--- src/rtl/settle_sampler.sv ---
// -----------------------------------------------------------------------------
// settle_sampler
//
// Reader-side observer for a driven signal. The observed signal is sampled on
// every rising clock edge. Only the value settled at that edge counts, so
// several writes inside one timestep can produce at most one change.
//
// Each sampled change becomes an event {old, new, timestamp}. Events are
// queued in a small FIFO and handed to a consumer over a valid/ready pair.
//
// Ports:
//   clk        sampling clock, rising edge
//   rst        asynchronous, active-high reset
//   din        observed signal (WIDTH bits)
//   evt_valid  FIFO non-empty; the head event is presented
//   evt_ready  consumer takes the head when evt_valid && evt_ready at an edge
//   evt_old    previous settled value of the head event
//   evt_new    new settled value of the head event
//   evt_ts     timestamp of the edge where the change was sampled
//   overflow   sticky; an event was dropped because the FIFO was full
//   chg_count  saturating count of sampled changes since reset
//
// Parameters:
//   WIDTH      width of the observed signal
//   DEPTH      FIFO entries; must be a power of two and >= 2
//   TS_WIDTH   timestamp counter width; the counter wraps
//   CNT_WIDTH  change counter width; the counter saturates
// -----------------------------------------------------------------------------
module settle_sampler #(
   parameter int WIDTH     = 1,
   parameter int DEPTH     = 4,
   parameter int TS_WIDTH  = 8,
   parameter int CNT_WIDTH = 8
) (
   input  logic                 clk,
   input  logic                 rst,
   input  logic [WIDTH-1:0]     din,
   output logic                 evt_valid,
   input  logic                 evt_ready,
   output logic [WIDTH-1:0]     evt_old,
   output logic [WIDTH-1:0]     evt_new,
   output logic [TS_WIDTH-1:0]  evt_ts,
   output logic                 overflow,
   output logic [CNT_WIDTH-1:0] chg_count
);

   localparam int PTR_W = $clog2(DEPTH);
   localparam logic [PTR_W:0] FULL_OCC = (PTR_W+1)'(DEPTH);

   typedef enum logic {PRIME, RUN} state_t;

   state_t               state_reg;
   logic [WIDTH-1:0]     prev_reg;
   logic [TS_WIDTH-1:0]  ts_reg;
   logic [CNT_WIDTH-1:0] cnt_reg;
   logic                 overflow_reg;

   logic [PTR_W-1:0]     rd_ptr_reg;
   logic [PTR_W-1:0]     wr_ptr_reg;
   logic [PTR_W:0]       occ_reg;

   // Last popped values, shown while the FIFO is empty.
   logic [WIDTH-1:0]     last_old_reg;
   logic [WIDTH-1:0]     last_new_reg;
   logic [TS_WIDTH-1:0]  last_ts_reg;

   logic [WIDTH-1:0]     mem_old [DEPTH];
   logic [WIDTH-1:0]     mem_new [DEPTH];
   logic [TS_WIDTH-1:0]  mem_ts  [DEPTH];

   logic change;
   logic empty;
   logic full;
   logic pop;
   logic push;
   logic drop;

   always_comb begin
      change = (state_reg == RUN) && (din != prev_reg);
      empty  = (occ_reg == '0);
      full   = (occ_reg == FULL_OCC);
      pop    = !empty && evt_ready;
      // A pop in the same edge frees a slot, so a full FIFO still accepts.
      push   = change && (!full || pop);
      drop   = change && full && !pop;
   end

   // Sampler FSM, counters and FIFO bookkeeping.
   always_ff @(posedge clk or posedge rst) begin
      if (rst) begin
         state_reg    <= PRIME;
         prev_reg     <= '0;
         ts_reg       <= '0;
         cnt_reg      <= '0;
         overflow_reg <= 1'b0;
         rd_ptr_reg   <= '0;
         wr_ptr_reg   <= '0;
         occ_reg      <= '0;
         last_old_reg <= '0;
         last_new_reg <= '0;
         last_ts_reg  <= '0;
      end else begin
         ts_reg <= ts_reg + TS_WIDTH'(1);

         case (state_reg)
            PRIME: begin
               // Establish the reference value; nothing to compare against yet.
               prev_reg  <= din;
               state_reg <= RUN;
            end
            RUN: begin
               if (change) begin
                  prev_reg <= din;
                  if (cnt_reg != '1) begin
                     cnt_reg <= cnt_reg + CNT_WIDTH'(1);
                  end
               end
            end
            default: state_reg <= PRIME;
         endcase

         if (drop) begin
            overflow_reg <= 1'b1;
         end

         if (push) begin
            wr_ptr_reg <= wr_ptr_reg + PTR_W'(1);
         end

         if (pop) begin
            rd_ptr_reg   <= rd_ptr_reg + PTR_W'(1);
            last_old_reg <= mem_old[rd_ptr_reg];
            last_new_reg <= mem_new[rd_ptr_reg];
            last_ts_reg  <= mem_ts[rd_ptr_reg];
         end

         case ({push, pop})
            2'b10:   occ_reg <= occ_reg + (PTR_W+1)'(1);
            2'b01:   occ_reg <= occ_reg - (PTR_W+1)'(1);
            default: occ_reg <= occ_reg;
         endcase
      end
   end

   // Event storage. Contents are only observed while occupied, so it needs no
   // reset and can map onto distributed memory.
   always_ff @(posedge clk) begin
      if (push) begin
         mem_old[wr_ptr_reg] <= prev_reg;
         mem_new[wr_ptr_reg] <= din;
         mem_ts[wr_ptr_reg]  <= ts_reg;
      end
   end

   always_comb begin
      evt_valid = !empty;
      if (empty) begin
         evt_old = last_old_reg;
         evt_new = last_new_reg;
         evt_ts  = last_ts_reg;
      end else begin
         evt_old = mem_old[rd_ptr_reg];
         evt_new = mem_new[rd_ptr_reg];
         evt_ts  = mem_ts[rd_ptr_reg];
      end
      overflow  = overflow_reg;
      chg_count = cnt_reg;
   end

endmodule

--- config.mk ---
export PLATFORM = sky130hd
export DESIGN_NAME = settle_sampler
export DESIGN_NICKNAME = d
export VERILOG_FILES = /design/src/rtl/settle_sampler.sv
export SDC_FILE = /design/constraint.sdc
export NUM_CORES = 1
export LEC_CHECK = 0
export CAP_MARGIN = 30
export CORE_MARGIN = 3
export CORE_UTILIZATION = 54
export CTS_BUF_LIST = sky130_fd_sc_hd__clkbuf_8
export CTS_CLUSTER_SIZE = 16
export DETAILED_ROUTE_END_ITERATION = 8
export PLACE_DENSITY = 0.86
export SLEW_MARGIN = 0
export SYNTH_ARGS = -nofsm -noshare
export SYNTH_HDL_FRONTEND = slang
export SYNTH_SLANG_ARGS = --single-unit
--- constraint.sdc ---
create_clock -name clk -period 2.25 [get_ports clk]
set_input_delay 0.5625 -clock clk [delete_from_list [all_inputs] [get_ports clk]]
set_output_delay 0.5625 -clock clk [all_outputs]
set_load 0.01 [all_outputs]
==> flow_summary.json, run 1 <==
{
  "clk_latency_ns": 0.34,
  "final_antenna_net_count": 0,
  "grt.overflow.total": 0,
  "cts.root.buffer_cell": "sky130_fd_sc_hd__clkbuf_8",
  "regToRegStartpoint": "occ_reg[0]",
  "cts.path.max_buffers": 2,
  "placement_rows": 27,
  "filler_cell_count": 311,
  "ys.flop_type": "sky130_fd_sc_hd__edfxtp_1",
  "critPathRequiredTime_ns": 1.69,
  "endpoint_kind": "output port",
  "rr_endpoint": "occ_reg[1]",
  "layout-drive-gt1-share_pct": 37.1,
  "detail_route.drc_violations": 0,
  "area_of_the_mapped_netlist_mm2": 0.00328,
  "post_cts_hold_buffer_count": 0,
  "fp.dieH_um": 83.9,
  "async_reset_ff_share_pct": 47.4,
  "synthesis.nets": 218,
  "ff2ff_path_depth": 7,
  "pin_count_of_the_biggest_net_entering_global_routing": 37,
  "final_replace_weighted_congestion": 0.871,
  "crit_path_max_fanout": 8,
  "worstHoldPathType": "reg2reg",
  "wl_per_cell_um": 23.7,
  "rsz_0062_raised_after_global_routing": "true",
  "postRouteWirelength_mm": 8.28,
  "max_slew_headroom_pct": 65.9,
  "tritoncts_sink_count": 76,
  "gr-usage-all-layers_pct": 23.2,
  "place_hpwl_mm": 4.23,
  "hold_path_depth": 1,
  "cts-buffers-inserted": 9,
  "grt_pass1_wl_mm": 12.3,
  "slew_violations": 0,
  "synth.ff_latch_count": 76,
  "post_synth_inst_count": 207,
  "worst_hold_path.endpoint": "overflow",
  "finalSetupViolations": 11,
  "antenna_cells": 0,
  "final_hold_vio_count": 0,
  "largest_register_ffs": 32,
  "power.density_cell_area_mw_per_mm2": 1410,
  "vias_per_cell": 6.11,
  "detail_route.first_pass.iterations": 5,
  "drt-initial-drc-count": 249,
  "critical_path_arrival_ns": 1.92,
  "antenna_found_initial": 0,
  "fin_skew_ns": 0.0101,
  "outcome": "finished with violations",
  "cp-start-kind": "register",
  "worstSetupPathType": "reg2out",
  "slew_worst_pin_ns": 0.508,
  "max_cap_viol_count": 0,
  "syn_area_per_cell_um2": 15.8,
  "clock_transition_at_path_regs_ns": 0.08,
  "reg2reg_setup_slack_ns": -0.01,
  "totalNegativeSetupSlack_ns": -2.02,
  "die_area_mm2": 0.00704,
  "core_area_mm2": 0.00568,
  "yosysWarningCount": 0,
  "p_total_mw": 5.94,
  "leakage_nw": 1.75,
  "area.growth.synth_to_final_pct": 28.5,
  "synth-edff-count": 40,
  "fp.dieW_um": 83.9,
  "floorplan.io_pins": 24,
  "post-route-period-util_pct": 110,
  "io_buffers": 23,
  "total_number_of_nets_in_the_final_design": 284,
  "cts_tree": "yes",
  "htreeDepth": 3,
  "ir_worst_vdd_mv": 1.05,
  "post_synth_num_cell_types": 41,
  "synth.yosys.seq_area_share_pct": 64.2,
  "max_freq_mhz": 402,
  "via_count_of_the_first_global_routing_pass": 2105,
  "post_route_worst_setup_slack_ns": -0.235,
  "vias": 2139,
  "hold_path.startpoint": "overflow",
  "largest-register": "mem_ts",
  "finalCriticalPeriod_ns": 2.49,
  "initial_cell_density_of_the_core_pct": 57.7,
  "failed_checks": "negative setup slack"
}
==> cell usage after synthesis (5+ instances only) <==
| master | number | share of area (%) |
|---|---|---|
| sky130_fd_sc_hd__edfxtp_1 | 40 | 37 |
| sky130_fd_sc_hd__dfrtp_1 | 36 | 28 |
| sky130_fd_sc_hd__mux2_2 | 13 | 4.5 |
| sky130_fd_sc_hd__inv_1 | 11 | 1.3 |
| sky130_fd_sc_hd__mux4_2 | 10 | 6.9 |
| sky130_fd_sc_hd__xnor2_1 | 10 | 2.7 |
| sky130_fd_sc_hd__nand2_1 | 9 | 1.0 |
| sky130_fd_sc_hd__mux2_4 | 7 | 3.2 |
| sky130_fd_sc_hd__ha_1 | 6 | 2.3 |
| sky130_fd_sc_hd__nand3_1 | 6 | 0.92 |
| sky130_fd_sc_hd__nor3_1 | 5 | 0.76 |
| sky130_fd_sc_hd__xor2_1 | 5 | 1.3 |
==> cell usage in the layout (no fill, tap or decap), types with 2 or more instances in the layout <==
| master | Yosys | final |
|---|---|---|
| sky130_fd_sc_hd__clkdlybuf4s50_1 | 0 | 11 |
| sky130_fd_sc_hd__ha_1 | 6 | 6 |
| sky130_fd_sc_hd__mux2_1 | 4 | 4 |
| sky130_fd_sc_hd__nor2_1 | 4 | 4 |
| sky130_fd_sc_hd__o21ai_0 | 3 | 3 |
| sky130_fd_sc_hd__xor2_1 | 5 | 4 |
| sky130_fd_sc_hd__o211ai_1 | 2 | 2 |
| sky130_fd_sc_hd__buf_6 | 1 | 12 |
| sky130_fd_sc_hd__edfxtp_1 | 40 | 40 |
| sky130_fd_sc_hd__and3_1 | 4 | 4 |
| sky130_fd_sc_hd__nor3_1 | 5 | 5 |
| sky130_fd_sc_hd__a21oi_1 | 3 | 2 |
| sky130_fd_sc_hd__bufinv_16 | 0 | 3 |
| sky130_fd_sc_hd__buf_12 | 0 | 3 |
| sky130_fd_sc_hd__nand2_1 | 9 | 8 |
| sky130_fd_sc_hd__nand4_1 | 2 | 2 |
| sky130_fd_sc_hd__inv_1 | 11 | 12 |
| sky130_fd_sc_hd__and2_1 | 4 | 4 |
| sky130_fd_sc_hd__clkbuf_8 | 0 | 9 |
| sky130_fd_sc_hd__mux2_2 | 13 | 3 |
| sky130_fd_sc_hd__mux4_2 | 10 | 10 |
| sky130_fd_sc_hd__dfrtp_1 | 36 | 36 |
| sky130_fd_sc_hd__xnor2_1 | 10 | 10 |
| sky130_fd_sc_hd__buf_4 | 1 | 31 |
| sky130_fd_sc_hd__nand3_1 | 6 | 6 |
| sky130_fd_sc_hd__mux2_4 | 7 | 17 |
| sky130_fd_sc_hd__nor2_4 | 2 | 2 |
==> metal layers <==
metal | vias up | track usage (%) | share of wire [%]
li1 | 895 | - | -
met1 | 1068 | 30.1 | 36
met2 | 143 | 37.1 | 52
met3 | 33 | 4.44 | 6.5
met4 | 0 | 12.4 | 5.7
met5 | - | 0 | 0
==> cells by family after synthesis <==
kind of cell / after synthesis / synth area share [%]
xor gates and xnor gates: 15 / 4.01
DFF: 76 / 64.2
buffers and inverters: 16 / 2.25
other: 1 / 0.114
and+or+nand+nor: 41 / 7.03
adders and majority gates: 7 / 2.90
AOI/OAI and AO/OA: 16 / 3.29
muxes: 35 / 16.2
==> stage by stage <==
stage	hold WS (ns)	instances	worst slack, ns	cell area (um^2)	utilization, %
2_1_floorplan	0.477	207	0.0714	3280	-
6_report	0.483	350	-0.235	4210	74.2
3_3_place_gp	0.458	319	-0.247	3750	66.1
5_1_grt	0.510	350	-0.290	4210	74.2
3_5_place_dp	0.464	319	-0.408	3750	66.1
4_1_cts	0.482	345	-0.219	4150	73.2
==> worst max path at each step <==
stage                       start         end  slack, ns
global route        rd_ptr_reg[0]   evt_ts[6]      -0.29
finish              rd_ptr_reg[0]   evt_ts[5]      -0.24
CTS                 rd_ptr_reg[0]   evt_ts[7]      -0.22
floorplan                     din  occ_reg[2]       0.07
global placement              din  occ_reg[2]      -0.25
detailed placement            din  occ_reg[2]      -0.41
==> power breakdown <==
| group | leakage [nW] | total (mW) | switching, mW | internal [mW] |
|---|---|---|---|---|
| Clock | 0.123 | 1.25 | 0.519 | 0.735 |
| Sequential | 0.802 | 1.98 | 0.222 | 1.76 |
| Combinational | 0.827 | 2.71 | 1.14 | 1.57 |
| Total | 1.75 | 5.94 | 1.88 | 4.06 |
==> critical path, stage by stage, from the launching register on <==
cell and delay (ns):
sky130_fd_sc_hd__dfrtp_1 0.37, sky130_fd_sc_hd__buf_12 0.14, sky130_fd_sc_hd__buf_6 0.11, sky130_fd_sc_hd__mux4_2 0.55, sky130_fd_sc_hd__mux2_4 0.29, sky130_fd_sc_hd__buf_6 0.12
==> what timing repair did <==
| action | CTS | global route |
|---|---|---|
| gates resized for setup | 66 | 5 |
| cloned | 1 | 0 |
| buffers inserted | 9 | 5 |
| pin swaps | 1 | 5 |
| endpoints found under the hold margin | 0 | 0 |
| endpoints found under the setup margin | 13 | 12 |
==> cell type report <==
| class | count | area (um^2) | area share [%] |
|---|---|---|---|
| Tap cell | 72 | 90.1 | 2.14 |
| Timing Repair Buffer | 59 | 559 | 13.3 |
| Clock inverter | 7 | 115 | 2.73 |
| Multi-Input combinational cell | 116 | 1180 | 28.0 |
| Clock buffer | 9 | 124 | 2.94 |
| Inverter | 11 | 41.3 | 0.981 |
| Sequential cell | 76 | 2100 | 49.9 |
No activity file was read; power rests on OpenSTA's default activity.
==> run 2: changes to the inputs <==
CORE_UTILIZATION = 60   (was 54)
PLACE_DENSITY = 0.9   (was 0.86)
clock period = 2.4 ns   (was 2.25 ns; I/O delays follow)
==> run 2 against run 1 <==
The flow still finishes with violations (negative setup slack). Global-route usage rose by 2.1 points. First-iteration DRC count fell by 14%. Die area fell by 9.3%. Critical path type unchanged. Highest routed layer unchanged.
==> flow_summary.json, run 2 (synthesis gave the netlist of run 1 again) <==
{
  "layout-drive-gt1-share_pct": 34.9,
  "core_area_mm2": 0.00520,
  "detail_route.first_pass.iterations": 5,
  "clock_transition_at_path_regs_ns": 0.08,
  "final_hold_vio_count": 0,
  "slew_worst_pin_ns": 0.536,
  "routed-wl-met2_mm": 4.16,
  "mostFrequentLayoutCells": "sky130_fd_sc_hd__edfxtp_1, sky130_fd_sc_hd__dfrtp_1, sky130_fd_sc_hd__buf_4",
  "top_layer_used": "met4",
  "layout.cells.most_common": "sky130_fd_sc_hd__edfxtp_1",
  "place_hpwl_mm": 3.89,
  "max_cap_viol_count": 0,
  "reg2reg_setup_slack_ns": 0.10,
  "grt_pass1_wl_mm": 11.5,
  "post_route_worst_setup_slack_ns": -0.117,
  "wl_met1_mm": 3.04,
  "internal-power_mw": 3.73,
  "via_count_of_the_first_global_routing_pass": 2149,
  "die_area_mm2": 0.00638,
  "tritoncts_sink_count": 76,
  "clk_latency_ns": 0.34,
  "gr-usage-all-layers_pct": 25.3,
  "ir_worst_vdd_mv": 0.806,
  "rr_endpoint": "occ_reg[1]",
  "final_replace_weighted_congestion": 0.856,
  "stdcell_area_mm2": 0.00419,
  "met3RoutedLength_um": 536,
  "total_number_of_nets_in_the_final_design": 281,
  "max_freq_mhz": 397,
  "finalSetupViolations": 10,
  "regToRegStartpoint": "occ_reg[2]",
  "cp-start-kind": "register",
  "timing.hold.ws_ns": 0.482,
  "ff2ff_path_depth": 7,
  "crit_path_max_fanout": 5,
  "cp-startpoint": "rd_ptr_reg[0]",
  "power.share.sequential_pct": 34.0,
  "initial_cell_density_of_the_core_pct": 62.9,
  "cts-buffers-inserted": 9,
  "cp_slowest_cell": "sky130_fd_sc_hd__mux4_2",
  "filler_cell_count": 242,
  "slew_violations": 0,
  "netSwitchingPower_mw": 1.75,
  "leakage_nw": 1.73,
  "fin_skew_ns": 0.00513,
  "worstHoldPathType": "reg2reg",
  "area.growth.synth_to_final_pct": 27.8,
  "grt.overflow.total": 0,
  "final_std_cells_w_o_fill": 345,
  "fp.dieW_um": 79.9,
  "vias_per_cell": 6.03,
  "failed_checks": "negative setup slack",
  "critPathMostFrequentCell": "sky130_fd_sc_hd__buf_12",
  "antenna_found_initial": 0,
  "p_sw_share_pct": 31.9,
  "drt-initial-drc-count": 215,
  "largest-register": "mem_ts",
  "finalCriticalPeriod_ns": 2.52,
  "setup.worst_path.end": "evt_new",
  "cts_tree": "yes",
  "io_buffers": 23,
  "antenna_cells": 0,
  "outcome": "finished with violations",
  "max_slew_headroom_pct": 64.0,
  "power.clock.fraction_pct": 20.0,
  "largest_register_ffs": 32,
  "htreeDepth": 3,
  "floorplan.io_pins": 24,
  "critPathRequiredTime_ns": 1.80,
  "crit_chain": "buf_12, buf_12, mux4_2, mux2_4, buf_6",
  "placement_rows": 26,
  "fp.dieH_um": 79.9,
  "power.density_cell_area_mw_per_mm2": 1310,
  "rsz_0062_raised_after_global_routing": "true",
  "combinational_power_share_pct": 45.9,
  "wl_per_cell_um": 23.3,
  "critPathMaxStageDelay_ns": 0.54,
  "totalNegativeSetupSlack_ns": -1.01,
  "postRouteWirelength_mm": 8.05,
  "placedInstanceArea_mm2": 0.00375,
  "endpoint_kind": "output port",
  "worstSetupPathType": "reg2out",
  "dp_cell_count": 312,
  "detail_route.drc_violations": 0,
  "post-route-period-util_pct": 105,
  "cts.root.buffer_cell": "sky130_fd_sc_hd__clkbuf_8",
  "pin_count_of_the_biggest_net_entering_global_routing": 37,
  "final_antenna_net_count": 0,
  "vias": 2080,
  "cts.path.max_buffers": 2,
  "critical_path_arrival_ns": 1.92
}
[run 2: worst min path at each step]
stage                         startpoint             end  cells after the start
after floorplan           last_ts_reg[2]  last_ts_reg[2]                      1
after global placement          overflow        overflow                      1
after detailed placement        overflow        overflow                      1
after CTS                       overflow        overflow                      1
after global routing            overflow        overflow                      1
final                           overflow        overflow                      1
[run 2: final cells by class]
cell class	count	area (um^2)	share of cell area, %
repair buffers	57	587	14.0
well taps	70	87.6	2.09
clock buffers	10	138	3.29
inverters	11	41.3	0.986
flip-flops and latches	76	2100	50.2
multi-input cells	115	1140	27.3
clock inverters	6	87.6	2.09
[run 2: power groups by stage]
stage | Sequential [mW] | Combinational [mW] | Clock (mW)
global placement | 1.83 | 1.87 | 0
finish | 1.86 | 2.52 | 1.10
detailed placement | 1.85 | 1.94 | 0
CTS | 1.84 | 2.31 | 1.08
global route | 1.89 | 2.64 | 1.16
floorplan | 1.84 | 1.14 | 0
[run 2: worst max-delay path: cells and delay by family, from the launching register on]
family   cells  cell delay [ns]
buf+inv      3             0.37
flops        1             0.38
mux          2             0.82
[run 2: what timing repair did]
item                       CTS  global route
resized for setup           62             5
buffers inserted            10             7
hold endpoints to repair     0             0
pin swaps                    0             1
setup endpoints to repair   10            13
hold buffers                 0             0
[run 2: stage by stage]
step | utilization, % | power (mW) | setup slack, ns
6_report | 80.4 | 5.48 | -0.117
3_3_place_gp | 72.1 | 3.70 | -0.133
2_1_floorplan | - | 2.98 | 0.184
4_1_cts | 79.1 | 5.23 | -0.108
3_5_place_dp | 72.1 | 3.79 | -0.202
5_1_grt | 80.4 | 5.69 | -0.164
[run 2: per-layer routing]
| metal | GRT usage (%) | vias up |
|---|---|---|
| li1 | - | 885 |
| met1 | 31.2 | 1041 |
| met2 | 43.5 | 124 |
| met3 | 3.72 | 30 |
| met4 | 12.2 | 0 |
| met5 | 0 | - |
==> run 3: changes to the inputs <==
CORE_UTILIZATION = 58   (was 60)
CTS_BUF_LIST = sky130_fd_sc_hd__clkbuf_4 sky130_fd_sc_hd__clkbuf_8 sky130_fd_sc_hd__clkbuf_16   (was sky130_fd_sc_hd__clkbuf_8)
PLACE_DENSITY = 0.88   (was 0.9)
==> run 3 against run 2 <==
Highest routed layer unchanged. Final area decreased by 2.5%. The run still ends with negative setup slack left. Critical endpoint is now evt_ts[1]. Largest cell class unchanged. Clock skew increased by 0.0073 ns. Critical path type unchanged. Sequential share of layout area up 1.3 points. Clock power decreased by 12%. Count of clock-buffer cells in the layout increased by 1. Via count is 1.5% lower.
==> flow_summary.json, run 3 (synthesis gave the netlist of run 1 again) <==
{
  "outcome": "finished with violations",
  "failed_checks": "negative setup slack",
  "critPathMaxStageDelay_ns": 0.54,
  "grt_pass1_wl_mm": 10.6,
  "netSwitchingPower_mw": 1.66,
  "p_total_mw": 5.21,
  "setup_slack_placement_ns": -0.240,
  "detail_route.first_pass.iterations": 5,
  "pin_count_of_the_biggest_net_entering_global_routing": 37,
  "cpLargestDelayFamily": "multiplexers",
  "p_sw_share_pct": 31.9,
  "reg2reg_setup_slack_ns": 0.13,
  "vias": 2048,
  "cts.root.buffer_cell": "sky130_fd_sc_hd__clkbuf_8",
  "stdcell_area_mm2": 0.00408,
  "cts-buffers-inserted": 9,
  "area.growth.synth_to_final_pct": 24.6,
  "power.density_cell_area_mw_per_mm2": 1280,
  "via_count_of_the_first_global_routing_pass": 2083,
  "fp.dieH_um": 81.2,
  "internal-power_mw": 3.55,
  "layout.cells.most_common": "sky130_fd_sc_hd__edfxtp_1",
  "finalSetupViolations": 11,
  "critPathMostFrequentCell": "sky130_fd_sc_hd__buf_6",
  "detail_route.drc_violations": 0,
  "clk_latency_ns": 0.36,
  "drt-initial-drc-count": 240,
  "antenna_found_initial": 0,
  "filler_cell_count": 279,
  "seqCellArea_mm2": 0.00210,
  "initial_cell_density_of_the_core_pct": 62.2,
  "htreeDepth": 3,
  "critical_path_arrival_ns": 1.97,
  "cts.path.max_buffers": 2,
  "totalNegativeSetupSlack_ns": -1.36,
  "final_hold_vio_count": 0,
  "antenna_cells": 0,
  "fin_skew_ns": 0.0125,
  "final_antenna_net_count": 0,
  "placement_rows": 26,
  "worstHoldPathType": "reg2reg",
  "post_route_worst_setup_slack_ns": -0.165,
  "crit_chain": "buf_12, buf_6, mux4_2, mux2_4, buf_6",
  "path_buf_inv": 3,
  "combinational_power_share_pct": 45.7,
  "postRouteWirelength_mm": 7.29,
  "cp_slowest_cell": "sky130_fd_sc_hd__mux4_2",
  "slew_violations": 0,
  "gr-usage-all-layers_pct": 22.4,
  "clock_transition_at_path_regs_ns": 0.08,
  "grt.overflow.total": 0,
  "final_std_cells_w_o_fill": 342,
  "fp.dieW_um": 81.2,
  "cts_tree": "yes",
  "wl_per_cell_um": 21.3,
  "power.share.sequential_pct": 35.8,
  "layout-drive-gt1-share_pct": 33.5,
  "critPathRequiredTime_ns": 1.80,
  "rsz_0062_raised_after_global_routing": "true",
  "multiInputGateArea_mm2": 0.00115,
  "finalCriticalPeriod_ns": 2.57,
  "mostFrequentLayoutCells": "sky130_fd_sc_hd__edfxtp_1, sky130_fd_sc_hd__dfrtp_1, sky130_fd_sc_hd__buf_4",
  "tritoncts_sink_count": 76,
  "final_replace_weighted_congestion": 0.880,
  "io_buffers": 23,
  "power.clock.fraction_pct": 18.5,
  "timing.hold.ws_ns": 0.476,
  "largest-register": "mem_ts",
  "leakage_nw": 1.69,
  "core_area_mm2": 0.00527,
  "max_freq_mhz": 390,
  "cp-start-kind": "register",
  "dp_cell_count": 314,
  "placedInstanceArea_mm2": 0.00373,
  "ir_worst_vdd_mv": 0.688,
  "floorplan.io_pins": 24,
  "post_cts_hold_buffer_count": 0,
  "vias_per_cell": 5.99,
  "endpoint_kind": "output port",
  "crit_path_max_fanout": 6,
  "die_area_mm2": 0.00659,
  "place_hpwl_mm": 4.20,
  "largest_register_ffs": 32,
  "max_cap_viol_count": 0,
  "post-route-period-util_pct": 107,
  "total_number_of_nets_in_the_final_design": 278,
  "worstSetupPathType": "reg2out",
  "finalCoreUtilization_pct": 77.5
}
## run 3: worst register-to-register path, stage by stage, from the launching register on
cell and delay [ns]:
sky130_fd_sc_hd__dfrtp_1 0.45, sky130_fd_sc_hd__or3_4 0.49, sky130_fd_sc_hd__and2_4 0.19, sky130_fd_sc_hd__nand2_1 0.07, sky130_fd_sc_hd__fa_1 0.45, sky130_fd_sc_hd__a41oi_1 0.23
sky130_fd_sc_hd__a21oi_1 0.10, sky130_fd_sc_hd__a211oi_1 0.22
## run 3: power groups by stage
stage	logic [mW]	registers, mW	clock network (mW)
after global routing	2.52	1.89	1.02
after floorplan	1.14	1.84	0
after CTS	2.17	1.83	0.951
after detailed placement	1.94	1.86	0
final	2.38	1.87	0.963
after global placement	1.86	1.83	0
## run 3: worst paths after layout
kind | cells after the start | start | endpoint
worst max-delay path | 5 | rd_ptr_reg[0] | evt_ts[1]
worst min-delay path | 1 | overflow | overflow
worst max register to register | 7 | occ_reg[1] | occ_reg[1]
worst min register to register | 1 | overflow | overflow
max in group asynchronous | 3 | rst | state_reg
min in group asynchronous | 3 | rst | last_ts_reg[4]
## run 3: final cells by class
class	instances	area share (%)
clock inverters	5	1.29
flip-flops and latches	76	51.5
well taps	70	2.15
repair buffers	53	12.5
inverters	11	1.01
clock buffers	11	3.40
multi-input cells	116	28.1
## run 3: layer usage
layer / wire (um) / GRT usage, %
met4: 314 / 10.3
met1: 2730 / 27.3
met2: 3750 / 37.1
met3: 497 / 6.10
met5: 0 / 0
## run 3: what timing repair did
action / 4_1_cts / 5_1_grt
buffers inserted: 7 / 4
gates resized for setup: 58 / 8
cloned: 0 / 1
endpoints found under the setup margin: 10 / 11
pin swaps: 1 / 1
